<file path="config.mk">
export PLATFORM = sky130hd
export DESIGN_NAME = cam_sensor_sequencer_flat
export DESIGN_NICKNAME = d
export VERILOG_FILES = /design/src/rtl/cam_sensor_sequencer_if.sv /design/src/rtl/cam_sensor_sequencer.sv /design/src/flat_wrapper.sv
export SDC_FILE = /design/constraint.sdc
export NUM_CORES = 1
export LEC_CHECK = 0
export ABC_CLOCK_PERIOD_IN_PS = 3090
export CELL_PAD_IN_SITES_DETAIL_PLACEMENT = 1
export CELL_PAD_IN_SITES_GLOBAL_PLACEMENT = 2
export CORE_MARGIN = 1.5
export CORE_UTILIZATION = 34
export CTS_BUF_LIST = sky130_fd_sc_hd__clkbuf_4 sky130_fd_sc_hd__clkbuf_8
export CTS_CLUSTER_SIZE = 28
export DETAILED_ROUTE_END_ITERATION = 8
export MAX_ROUTING_LAYER = met4
export PLACE_DENSITY = 0.88
export SYNTH_ARGS = -nofsm -noshare
export SYNTH_HDL_FRONTEND = slang
export SYNTH_SLANG_ARGS = --single-unit
export TNS_END_PERCENT = 30
</file>
<file path="constraint.sdc">
create_clock -name clk -period 3.09 [get_ports clk]
set_clock_uncertainty 0.1 [all_clocks]
set_input_delay 0.618 -clock clk [delete_from_list [all_inputs] [get_ports clk]]
set_output_delay 0.618 -clock clk [all_outputs]
set_load 0.05 [all_outputs]
</file>
<file path="src/rtl/cam_sensor_sequencer_if.sv">
//==== cam_sensor_sequencer_if -- table ROM port and I2C write-master handshake
//==== rev 1.0
`default_nettype none

interface cam_sensor_sequencer_if #(
  parameter int TBL_AW = 8,
  parameter int RA_W   = 16,
  parameter int RD_W   = 8
);
  logic [TBL_AW-1:0]      tbl_addr;
  logic [2+RA_W+RD_W-1:0] tbl_data;
  logic                   wr_req;
  logic [RA_W-1:0]        wr_addr;
  logic [RD_W-1:0]        wr_data;
  logic                   wr_done;
  logic                   wr_nack;

  modport master (
    output tbl_addr, wr_req, wr_addr, wr_data,
    input  tbl_data, wr_done, wr_nack
  );

  modport slave (
    input  tbl_addr, wr_req, wr_addr, wr_data,
    output tbl_data, wr_done, wr_nack
  );
endinterface

`default_nettype wire

</file>
<file path="src/rtl/cam_sensor_sequencer.sv">
//==== cam_sensor_sequencer -- sensor PWDN/RESETB sequencing and register-table walker
//==== rev 1.0
`default_nettype none

module cam_sensor_sequencer #(
  parameter int T_PWDN     = 5_000_000,
  parameter int T_RESET    = 1_000_000,
  parameter int T_SETTLE   = 10_000_000,
  parameter int TBL_AW     = 8,
  parameter int RA_W       = 16,
  parameter int RD_W       = 8,
  parameter int MAX_RETRY  = 3,
  parameter int RETRY_GAP  = 50_000,
  parameter int DELAY_UNIT = 50_000
) (
  input  logic                  clk,
  input  logic                  rst,
  cam_sensor_sequencer_if.master bus,
  input  logic                  cfg_start_i,
  input  logic                  pwr_down_req_i,
  output logic                  pwdn_o,
  output logic                  resetb_o,
  output logic                  busy_o,
  output logic                  config_done_o,
  output logic                  config_err_o,
  output logic [TBL_AW-1:0]     err_index_o
);

  localparam int C_EW   = 2 + RA_W + RD_W;
  localparam int C_DW   = RA_W + RD_W + $clog2(DELAY_UNIT + 1);
  localparam int C_TM1  = (T_PWDN > T_RESET) ? T_PWDN : T_RESET;
  localparam int C_TM2  = (T_SETTLE > RETRY_GAP) ? T_SETTLE : RETRY_GAP;
  localparam int C_TMAX = (C_TM1 > C_TM2) ? C_TM1 : C_TM2;
  localparam int C_PW   = $clog2(C_TMAX + 1);
  localparam int CW     = (C_DW > C_PW) ? C_DW : C_PW;
  localparam int RW     = (MAX_RETRY > 0) ? $clog2(MAX_RETRY + 1) : 1;

  localparam logic [CW-1:0] C_PWDN_LAST   = CW'(T_PWDN - 1);
  localparam logic [CW-1:0] C_RESET_LAST  = CW'(T_RESET - 1);
  localparam logic [CW-1:0] C_SETTLE_LAST = CW'(T_SETTLE - 1);
  localparam logic [CW-1:0] C_GAP_LAST    = CW'(RETRY_GAP - 1);
  localparam logic [RW-1:0] C_MAX_RETRY   = RW'(MAX_RETRY);

  typedef enum logic [3:0] {
    S_PWR_OFF    = 4'd0,
    S_WAIT_PWDN  = 4'd1,
    S_WAIT_RESET = 4'd2,
    S_SETTLE     = 4'd3,
    S_FETCH      = 4'd4,
    S_DECODE     = 4'd5,
    S_ISSUE      = 4'd6,
    S_WAIT_ACK   = 4'd7,
    S_RETRY_WAIT = 4'd8,
    S_DELAY      = 4'd9,
    S_DONE       = 4'd10,
    S_ERROR      = 4'd11
  } state_t;

  state_t              state_q, state_d;
  logic [CW-1:0]       cnt_q, cnt_d;
  logic [TBL_AW-1:0]   tbl_addr_q, tbl_addr_d;
  logic                wr_req_q, wr_req_d;
  logic [RA_W-1:0]     wr_addr_q, wr_addr_d;
  logic [RD_W-1:0]     wr_data_q, wr_data_d;
  logic [RW-1:0]       retry_q, retry_d;
  logic                pwdn_q, pwdn_d;
  logic                resetb_q, resetb_d;
  logic                done_q, done_d;
  logic                err_q, err_d;
  logic [TBL_AW-1:0]   err_index_q, err_index_d;
  logic                adv;
  logic                go_off;

  logic [1:0]          ent_op;
  logic [RA_W+RD_W-1:0] ent_payload;

  assign ent_op      = bus.tbl_data[C_EW-1 -: 2];
  assign ent_payload = bus.tbl_data[RA_W+RD_W-1:0];

  always_ff @(posedge clk or posedge rst) begin
    if (rst) begin
      state_q     <= S_WAIT_PWDN;
      cnt_q       <= '0;
      tbl_addr_q  <= '0;
      wr_req_q    <= 1'b0;
      wr_addr_q   <= '0;
      wr_data_q   <= '0;
      retry_q     <= '0;
      pwdn_q      <= 1'b1;
      resetb_q    <= 1'b0;
      done_q      <= 1'b0;
      err_q       <= 1'b0;
      err_index_q <= '0;
    end else begin
      state_q     <= state_d;
      cnt_q       <= cnt_d;
      tbl_addr_q  <= tbl_addr_d;
      wr_req_q    <= wr_req_d;
      wr_addr_q   <= wr_addr_d;
      wr_data_q   <= wr_data_d;
      retry_q     <= retry_d;
      pwdn_q      <= pwdn_d;
      resetb_q    <= resetb_d;
      done_q      <= done_d;
      err_q       <= err_d;
      err_index_q <= err_index_d;
    end
  end

  always_comb begin
    state_d     = state_q;
    cnt_d       = cnt_q;
    tbl_addr_d  = tbl_addr_q;
    wr_req_d    = wr_req_q;
    wr_addr_d   = wr_addr_q;
    wr_data_d   = wr_data_q;
    retry_d     = retry_q;
    pwdn_d      = pwdn_q;
    resetb_d    = resetb_q;
    done_d      = done_q;
    err_d       = err_q;
    err_index_d = err_index_q;
    adv         = 1'b0;
    go_off      = 1'b0;

    case (state_q)
      S_PWR_OFF: begin
        if (!pwr_down_req_i) begin
          state_d    = S_WAIT_PWDN;
          cnt_d      = '0;
          tbl_addr_d = '0;
          retry_d    = '0;
        end
      end
      S_WAIT_PWDN: begin
        if (cnt_q == C_PWDN_LAST) begin
          pwdn_d  = 1'b0;
          cnt_d   = '0;
          state_d = S_WAIT_RESET;
        end else begin
          cnt_d = cnt_q + CW'(1);
        end
      end
      S_WAIT_RESET: begin
        if (cnt_q == C_RESET_LAST) begin
          resetb_d = 1'b1;
          cnt_d    = '0;
          state_d  = S_SETTLE;
        end else begin
          cnt_d = cnt_q + CW'(1);
        end
      end
      S_SETTLE: begin
        if (cnt_q == C_SETTLE_LAST) begin
          cnt_d   = '0;
          state_d = S_FETCH;
        end else begin
          cnt_d = cnt_q + CW'(1);
        end
      end
      S_FETCH: state_d = S_DECODE;
      S_DECODE: begin
        case (ent_op)
          2'b00: begin
            wr_addr_d = bus.tbl_data[RA_W+RD_W-1:RD_W];
            wr_data_d = bus.tbl_data[RD_W-1:0];
            state_d   = S_ISSUE;
          end
          2'b01: begin
            if (ent_payload == '0) begin
              adv = 1'b1;
            end else begin
              cnt_d   = CW'(ent_payload) * CW'(DELAY_UNIT);
              state_d = S_DELAY;
            end
          end
          default: begin
            done_d  = 1'b1;
            state_d = S_DONE;
          end
        endcase
      end
      S_ISSUE: begin
        wr_req_d = 1'b1;
        state_d  = S_WAIT_ACK;
      end
      S_WAIT_ACK: begin
        if (bus.wr_done) begin
          wr_req_d = 1'b0;
          if (!bus.wr_nack) begin
            retry_d = '0;
            adv     = 1'b1;
          end else if (retry_q < C_MAX_RETRY) begin
            retry_d = retry_q + RW'(1);
            cnt_d   = '0;
            state_d = S_RETRY_WAIT;
          end else begin
            err_index_d = tbl_addr_q;
            err_d       = 1'b1;
            state_d     = S_ERROR;
          end
        end
      end
      // The reissue raises wr_req directly so the idle gap is exactly RETRY_GAP cycles.
      S_RETRY_WAIT: begin
        if (cnt_q == C_GAP_LAST) begin
          wr_req_d = 1'b1;
          state_d  = S_WAIT_ACK;
        end else begin
          cnt_d = cnt_q + CW'(1);
        end
      end
      S_DELAY: begin
        if (cnt_q == CW'(1)) begin
          adv = 1'b1;
        end else begin
          cnt_d = cnt_q - CW'(1);
        end
      end
      S_DONE, S_ERROR: begin
        if (cfg_start_i) begin
          done_d     = 1'b0;
          err_d      = 1'b0;
          retry_d    = '0;
          tbl_addr_d = '0;
          state_d    = S_FETCH;
        end
      end
      default: state_d = S_PWR_OFF;
    endcase

    // The last table slot never wraps back to 0; it finishes the run instead.
    if (adv) begin
      if (tbl_addr_q == '1) begin
        done_d  = 1'b1;
        state_d = S_DONE;
      end else begin
        tbl_addr_d = tbl_addr_q + TBL_AW'(1);
        state_d    = S_FETCH;
      end
    end

    go_off = pwr_down_req_i && (state_q != S_PWR_OFF) &&
             ((state_q != S_WAIT_ACK) || bus.wr_done);
    if (go_off) begin
      state_d  = S_PWR_OFF;
      wr_req_d = 1'b0;
      pwdn_d   = 1'b1;
      resetb_d = 1'b0;
      done_d   = 1'b0;
      err_d    = 1'b0;
    end
  end

  assign bus.tbl_addr  = tbl_addr_q;
  assign bus.wr_req    = wr_req_q;
  assign bus.wr_addr   = wr_addr_q;
  assign bus.wr_data   = wr_data_q;
  assign pwdn_o        = pwdn_q;
  assign resetb_o      = resetb_q;
  assign config_done_o = done_q;
  assign config_err_o  = err_q;
  assign err_index_o   = err_index_q;
  assign busy_o        = !((state_q == S_DONE) || (state_q == S_ERROR) || (state_q == S_PWR_OFF));

endmodule

`default_nettype wire

</file>
<file path="src/flat_wrapper.sv">
// flat-port wrapper written by rule: the top's interface ports become plain ports
module cam_sensor_sequencer_flat 
#(
  parameter int T_PWDN     = 5_000_000,
  parameter int T_RESET    = 1_000_000,
  parameter int T_SETTLE   = 10_000_000,
  parameter int TBL_AW     = 8,
  parameter int RA_W       = 16,
  parameter int RD_W       = 8,
  parameter int MAX_RETRY  = 3,
  parameter int RETRY_GAP  = 50_000,
  parameter int DELAY_UNIT = 50_000
)
  (clk, rst, cfg_start_i, pwr_down_req_i, pwdn_o, resetb_o, busy_o, config_done_o, config_err_o, err_index_o, bus_tbl_addr, bus_wr_req, bus_wr_addr, bus_wr_data, bus_tbl_data, bus_wr_done, bus_wr_nack);
  cam_sensor_sequencer_if #(.TBL_AW(TBL_AW), .RA_W(RA_W), .RD_W(RD_W)) bus_i ();
  input  logic clk;
  input  logic rst;
  input  logic cfg_start_i;
  input  logic pwr_down_req_i;
  output logic pwdn_o;
  output logic resetb_o;
  output logic busy_o;
  output logic config_done_o;
  output logic config_err_o;
  output logic [TBL_AW-1:0] err_index_o;
  output wire logic [$bits(bus_i.tbl_addr)-1:0] bus_tbl_addr;
  output wire logic [$bits(bus_i.wr_req)-1:0] bus_wr_req;
  output wire logic [$bits(bus_i.wr_addr)-1:0] bus_wr_addr;
  output wire logic [$bits(bus_i.wr_data)-1:0] bus_wr_data;
  input wire logic [$bits(bus_i.tbl_data)-1:0] bus_tbl_data;
  input wire logic [$bits(bus_i.wr_done)-1:0] bus_wr_done;
  input wire logic [$bits(bus_i.wr_nack)-1:0] bus_wr_nack;
  assign bus_tbl_addr = bus_i.tbl_addr;
  assign bus_wr_req = bus_i.wr_req;
  assign bus_wr_addr = bus_i.wr_addr;
  assign bus_wr_data = bus_i.wr_data;
  assign bus_i.tbl_data = bus_tbl_data;
  assign bus_i.wr_done = bus_wr_done;
  assign bus_i.wr_nack = bus_wr_nack;
  cam_sensor_sequencer #(.T_PWDN(T_PWDN), .T_RESET(T_RESET), .T_SETTLE(T_SETTLE), .TBL_AW(TBL_AW), .RA_W(RA_W), .RD_W(RD_W), .MAX_RETRY(MAX_RETRY), .RETRY_GAP(RETRY_GAP), .DELAY_UNIT(DELAY_UNIT)) u_core (.clk(clk), .rst(rst), .bus(bus_i), .cfg_start_i(cfg_start_i), .pwr_down_req_i(pwr_down_req_i), .pwdn_o(pwdn_o), .resetb_o(resetb_o), .busy_o(busy_o), .config_done_o(config_done_o), .config_err_o(config_err_o), .err_index_o(err_index_o));
endmodule
</file>
==> impl_metrics.csv <==
group,metric,value,unit
pwr,p_int,10.6,mW
cells_and_area,nets,2051,
placement,dp_worst_setup_slack,-2660,ps
pwr,pwr-share-seq,9.0,%
logic_synthesis,synthCells,1410,
flow_run,drv_cap,0,
pwr,switching_share,51.5,%
floorplan,dieArea,35500,sq um
logic_synthesis,ys_top_cells_by_area,"dfrtp_1 (19%), ha_1 (18%), fa_1 (11%), inv_1 (6.7%), o21ai_0 (4.2%)",
setup_path,crit_path_start,"bus_tbl_data[13]",
sta,finalMaxSlewViolations,0,
floorplan,row_count,67,
cells_and_area,fin_area,17700,sq um
logic_synthesis,synth_most_common_cell,"inv_1",
cells_and_area,layout-drive-gt1-share,38.2,%
logic_synthesis,syn-num-nets,1672,
pwr,switchingPower,11.2,mW
clocking,cts-root-buf,"clkbuf_8",
logic_synthesis,synth-compound-area-share,18.7,%
floorplan,die_y,188,microns
floorplan,initial_core_util,34.7,%
logic_synthesis,synth-edff-count,0,
pwr,p_leak,8.09,nW
setup_path,critPathKind,"in2reg",
setup_path,crit_path_max_fanout,4,
route,drc_errors,0,
pwr,comb_power_share,86.4,%
sta,hold_viol,0,
sta,fin_ws,-1780,ps
cells_and_area,syn2layout_area_growth,51.4,%
setup_path,crit_required,3370,ps
global_route,grt_max_degree,50,
placement,place_area,15600,sq um
route,wire_per_inst,23.7,microns
clocking,cts_tree,"yes",
clocking,numCtsBuffers,9,
floorplan,core-area,33700,sq um
global_route,grt_overflow,0,
clocking,clock_path_buffers,2,
logic_synthesis,synthesis.area,11700,sq um
sta,fin_crit_sh,158,%
logic_synthesis,seq_area_frac_synth,19.5,%
logic_synthesis,synth_top_family_by_area,"adder cells",
sta,relSlewSlack,54.3,%
sta,rsz0062_at_grt,"yes",
sta,whs,399,ps
clocking,cts_hold_buf,0,
global_route,grt_pass1_wl,78100,microns
route,first_pass_iters,5,
clocking,cts.clk_slew.worst_paths,120,ps
route,detail-route-antenna-nets,0,
clocking,clk_latency,470,ps
logic_synthesis,yosys_warnings,0,
placement,gp_congestion,0.916,
setup_path,rr_startpoint,"u_core.cnt_q[8]$_DFFE_PP0P_",
setup_path,r2r_cells,10,
route,viasPerCell,5.68,
logic_synthesis,avgSynthCellArea,8.29,sq um
global_route,grt_util_all_layers,29.1,%
logic_synthesis,async_flop_share,100,%
logic_synthesis,synthSimpleGateAreaFrac,17.9,%
route,vias,12700,
setup_path,cp_data_arrival_time,5150,ps
floorplan,fp.dieW,188,microns
logic_synthesis,netlist-cell-type-count,80,
setup_path,crit_path_end_kind,"flop",
clocking,cts_htree_levels,3,
pwr,vdd_drop_max,686,uV
global_route,antenna_found_initial,0,
clocking,cts.sinks,91,
status,outcome,"finished with violations",
global_route,grt_pass1_vias,14000,
worst_hold_path,hp-class,"reg2reg",
worst_hold_path,whs_path_depth,2,
placement,io_buffers,77,
logic_synthesis,synthMuxAreaShare,0.942,%
status,violations,"negative setup slack",
logic_synthesis,yosysTopAreaCell,"dfrtp_1",
cells_and_area,final_core_util,52.5,%
sta,max_freq,205,MHz
sta,tightestPinTransition,683,ps
sta,setup_viol,30,
setup_path,start_kind,"input port",
logic_synthesis,yosys_register_bits,91,
placement,hpwl,34700,microns
logic_synthesis,synth_xor_area_share,5.39,%
pwr,powerDensity,1230,nW/um^2
pwr,p_total,21.8,mW
pwr,clkPwrFrac,4.6,%
floorplan,pin_count,78,
sta,min_period,4870,ps
logic_synthesis,synth_top_area_share,19.0,%
route,initialDrtViolationCount,741,
logic_synthesis,synthTopCellsByCount,"inv_1 (209), ha_1 (168), nand2_1 (113), o21ai_0 (97), dfrtp_1 (89)",
logic_synthesis,synth-adder-area-share,28.6,%
route,drt-total-wl,53200,microns
worst_hold_path,min_from,"u_core.bus.wr_data[2]$_DFFE_PP0P_",
logic_synthesis,synthFlopType,"dfrtp_1",
## sequential cells by signal, summed over array words and instances, names as in the netlist
register and flops:
u_core.config_done_o 1, u_core.bus.wr_req 1, u_core.pwdn_o 1, u_core.cnt_q 40, u_core.bus.wr_data 8, u_core.state_q 4, u_core.resetb_o 1, u_core.bus.wr_addr 16
u_core.config_err_o 1, u_core.bus.tbl_addr 8, u_core.retry_q 2, u_core.err_index_o 8
## cell usage in the layout (no fill, tap or decap), types with 11 or more instances in the layout
| master | instances |
|---|---|
| a21oi_1 | 36 |
| o21ai_0 | 78 |
| buf_6 | 38 |
| and4_1 | 12 |
| fa_1 | 60 |
| xnor2_1 | 34 |
| clkdlybuf4s50_1 | 52 |
| inv_1 | 133 |
| ha_1 | 76 |
| nand4_1 | 27 |
| nor2_1 | 62 |
| a21oi_2 | 14 |
| nor2b_1 | 11 |
| a21o_1 | 16 |
| buf_4 | 320 |
| or3_1 | 12 |
| and3_1 | 11 |
| nor4_1 | 22 |
| o21ai_1 | 20 |
| o211ai_1 | 14 |
| nand3_1 | 36 |
| inv_2 | 67 |
| nor3_1 | 33 |
| ha_2 | 11 |
| ha_4 | 81 |
| xor2_1 | 24 |
| nand2_1 | 107 |
| dfrtp_1 | 89 |
## through the flow
| stage | setup TNS [ps] | cells |
|---|---|---|
| global placement | -74850 | 2171 |
| finish | -38220 | 2243 |
| CTS | -35010 | 2226 |
| detailed placement | -77410 | 2171 |
| global route | -42380 | 2242 |
| floorplan | -35650 | 1410 |
## cells by family after synthesis
logic type / count (synthesis)
multiplexers: 10
AND/OR/NAND/NOR: 403
XOR/XNOR: 72
flip-flops: 91
buffers and inverters: 278
AO/OA/AOI/OAI: 326
adder cells (fa/ha/maj): 230
## layout make-up
class / count / area [sq um]
Inverter: 209 / 810
Multi-Input combinational cell: 1041 / 10200
Sequential cell: 91 / 2280
Fill cell: 3859 / 16000
Tap cell: 448 / 561
Antenna cell: 1 / 2.50
Timing Repair Buffer: 437 / 3680
Clock inverter: 6 / 78.8
Clock buffer: 10 / 131
## metal layers
layer  wire length [microns]  GRT usage (%)
met1                   20700           32.2
met2                   27800           52.0
met3                    1970           3.61
met4                    2720           13.7
met5                       0              -
## what timing repair did
action,CTS,global route
setup buffers,43,19
setup endpoints to repair,48,46
endpoints found under the hold margin,0,0
resized for setup,305,103
pin swaps,138,105
## worst paths after layout
check / end / slack [ps]
worst max-delay path: u_core.cnt_q[35]$_DFFE_PP0P_ / -1780
worst min-delay path: u_core.bus.wr_data[2]$_DFFE_PP0P_ / 400
worst max register to register: u_core.cnt_q[31]$_DFFE_PP0P_ / -200
worst min register to register: u_core.bus.wr_data[2]$_DFFE_PP0P_ / 400
max in group asynchronous: u_core.cnt_q[32]$_DFFE_PP0P_ / 1790
min in group asynchronous: u_core.bus.tbl_addr[7]$_DFF_PP0_ / 440
## power groups by stage
stage                     combinational, mW  sequential (mW)  clock [mW]
after floorplan                        8.14             2.33           0
after global placement                 13.6             1.92           0
after detailed placement               14.1             1.94           0
after CTS                              16.5             1.93        1.02
after global routing                   19.9             1.99        1.05
final                                  18.9             1.96        1.00
## worst max-delay path, cell delays in order
cell	delay, ps
buf_8	110
ha_4	240
ha_4	280
inv_4	40
buf_6	110
fa_1	550
inv_2	50
fa_1	530
inv_2	50
fa_1	540
inv_2	70
ha_4	260
a21o_1	210
a2111o_1	400
a311o_1	330
buf_4	160
a21oi_4	180
o211ai_1	120
o31a_1	120
o211ai_1	170
(Power assumes the default switching activity.)
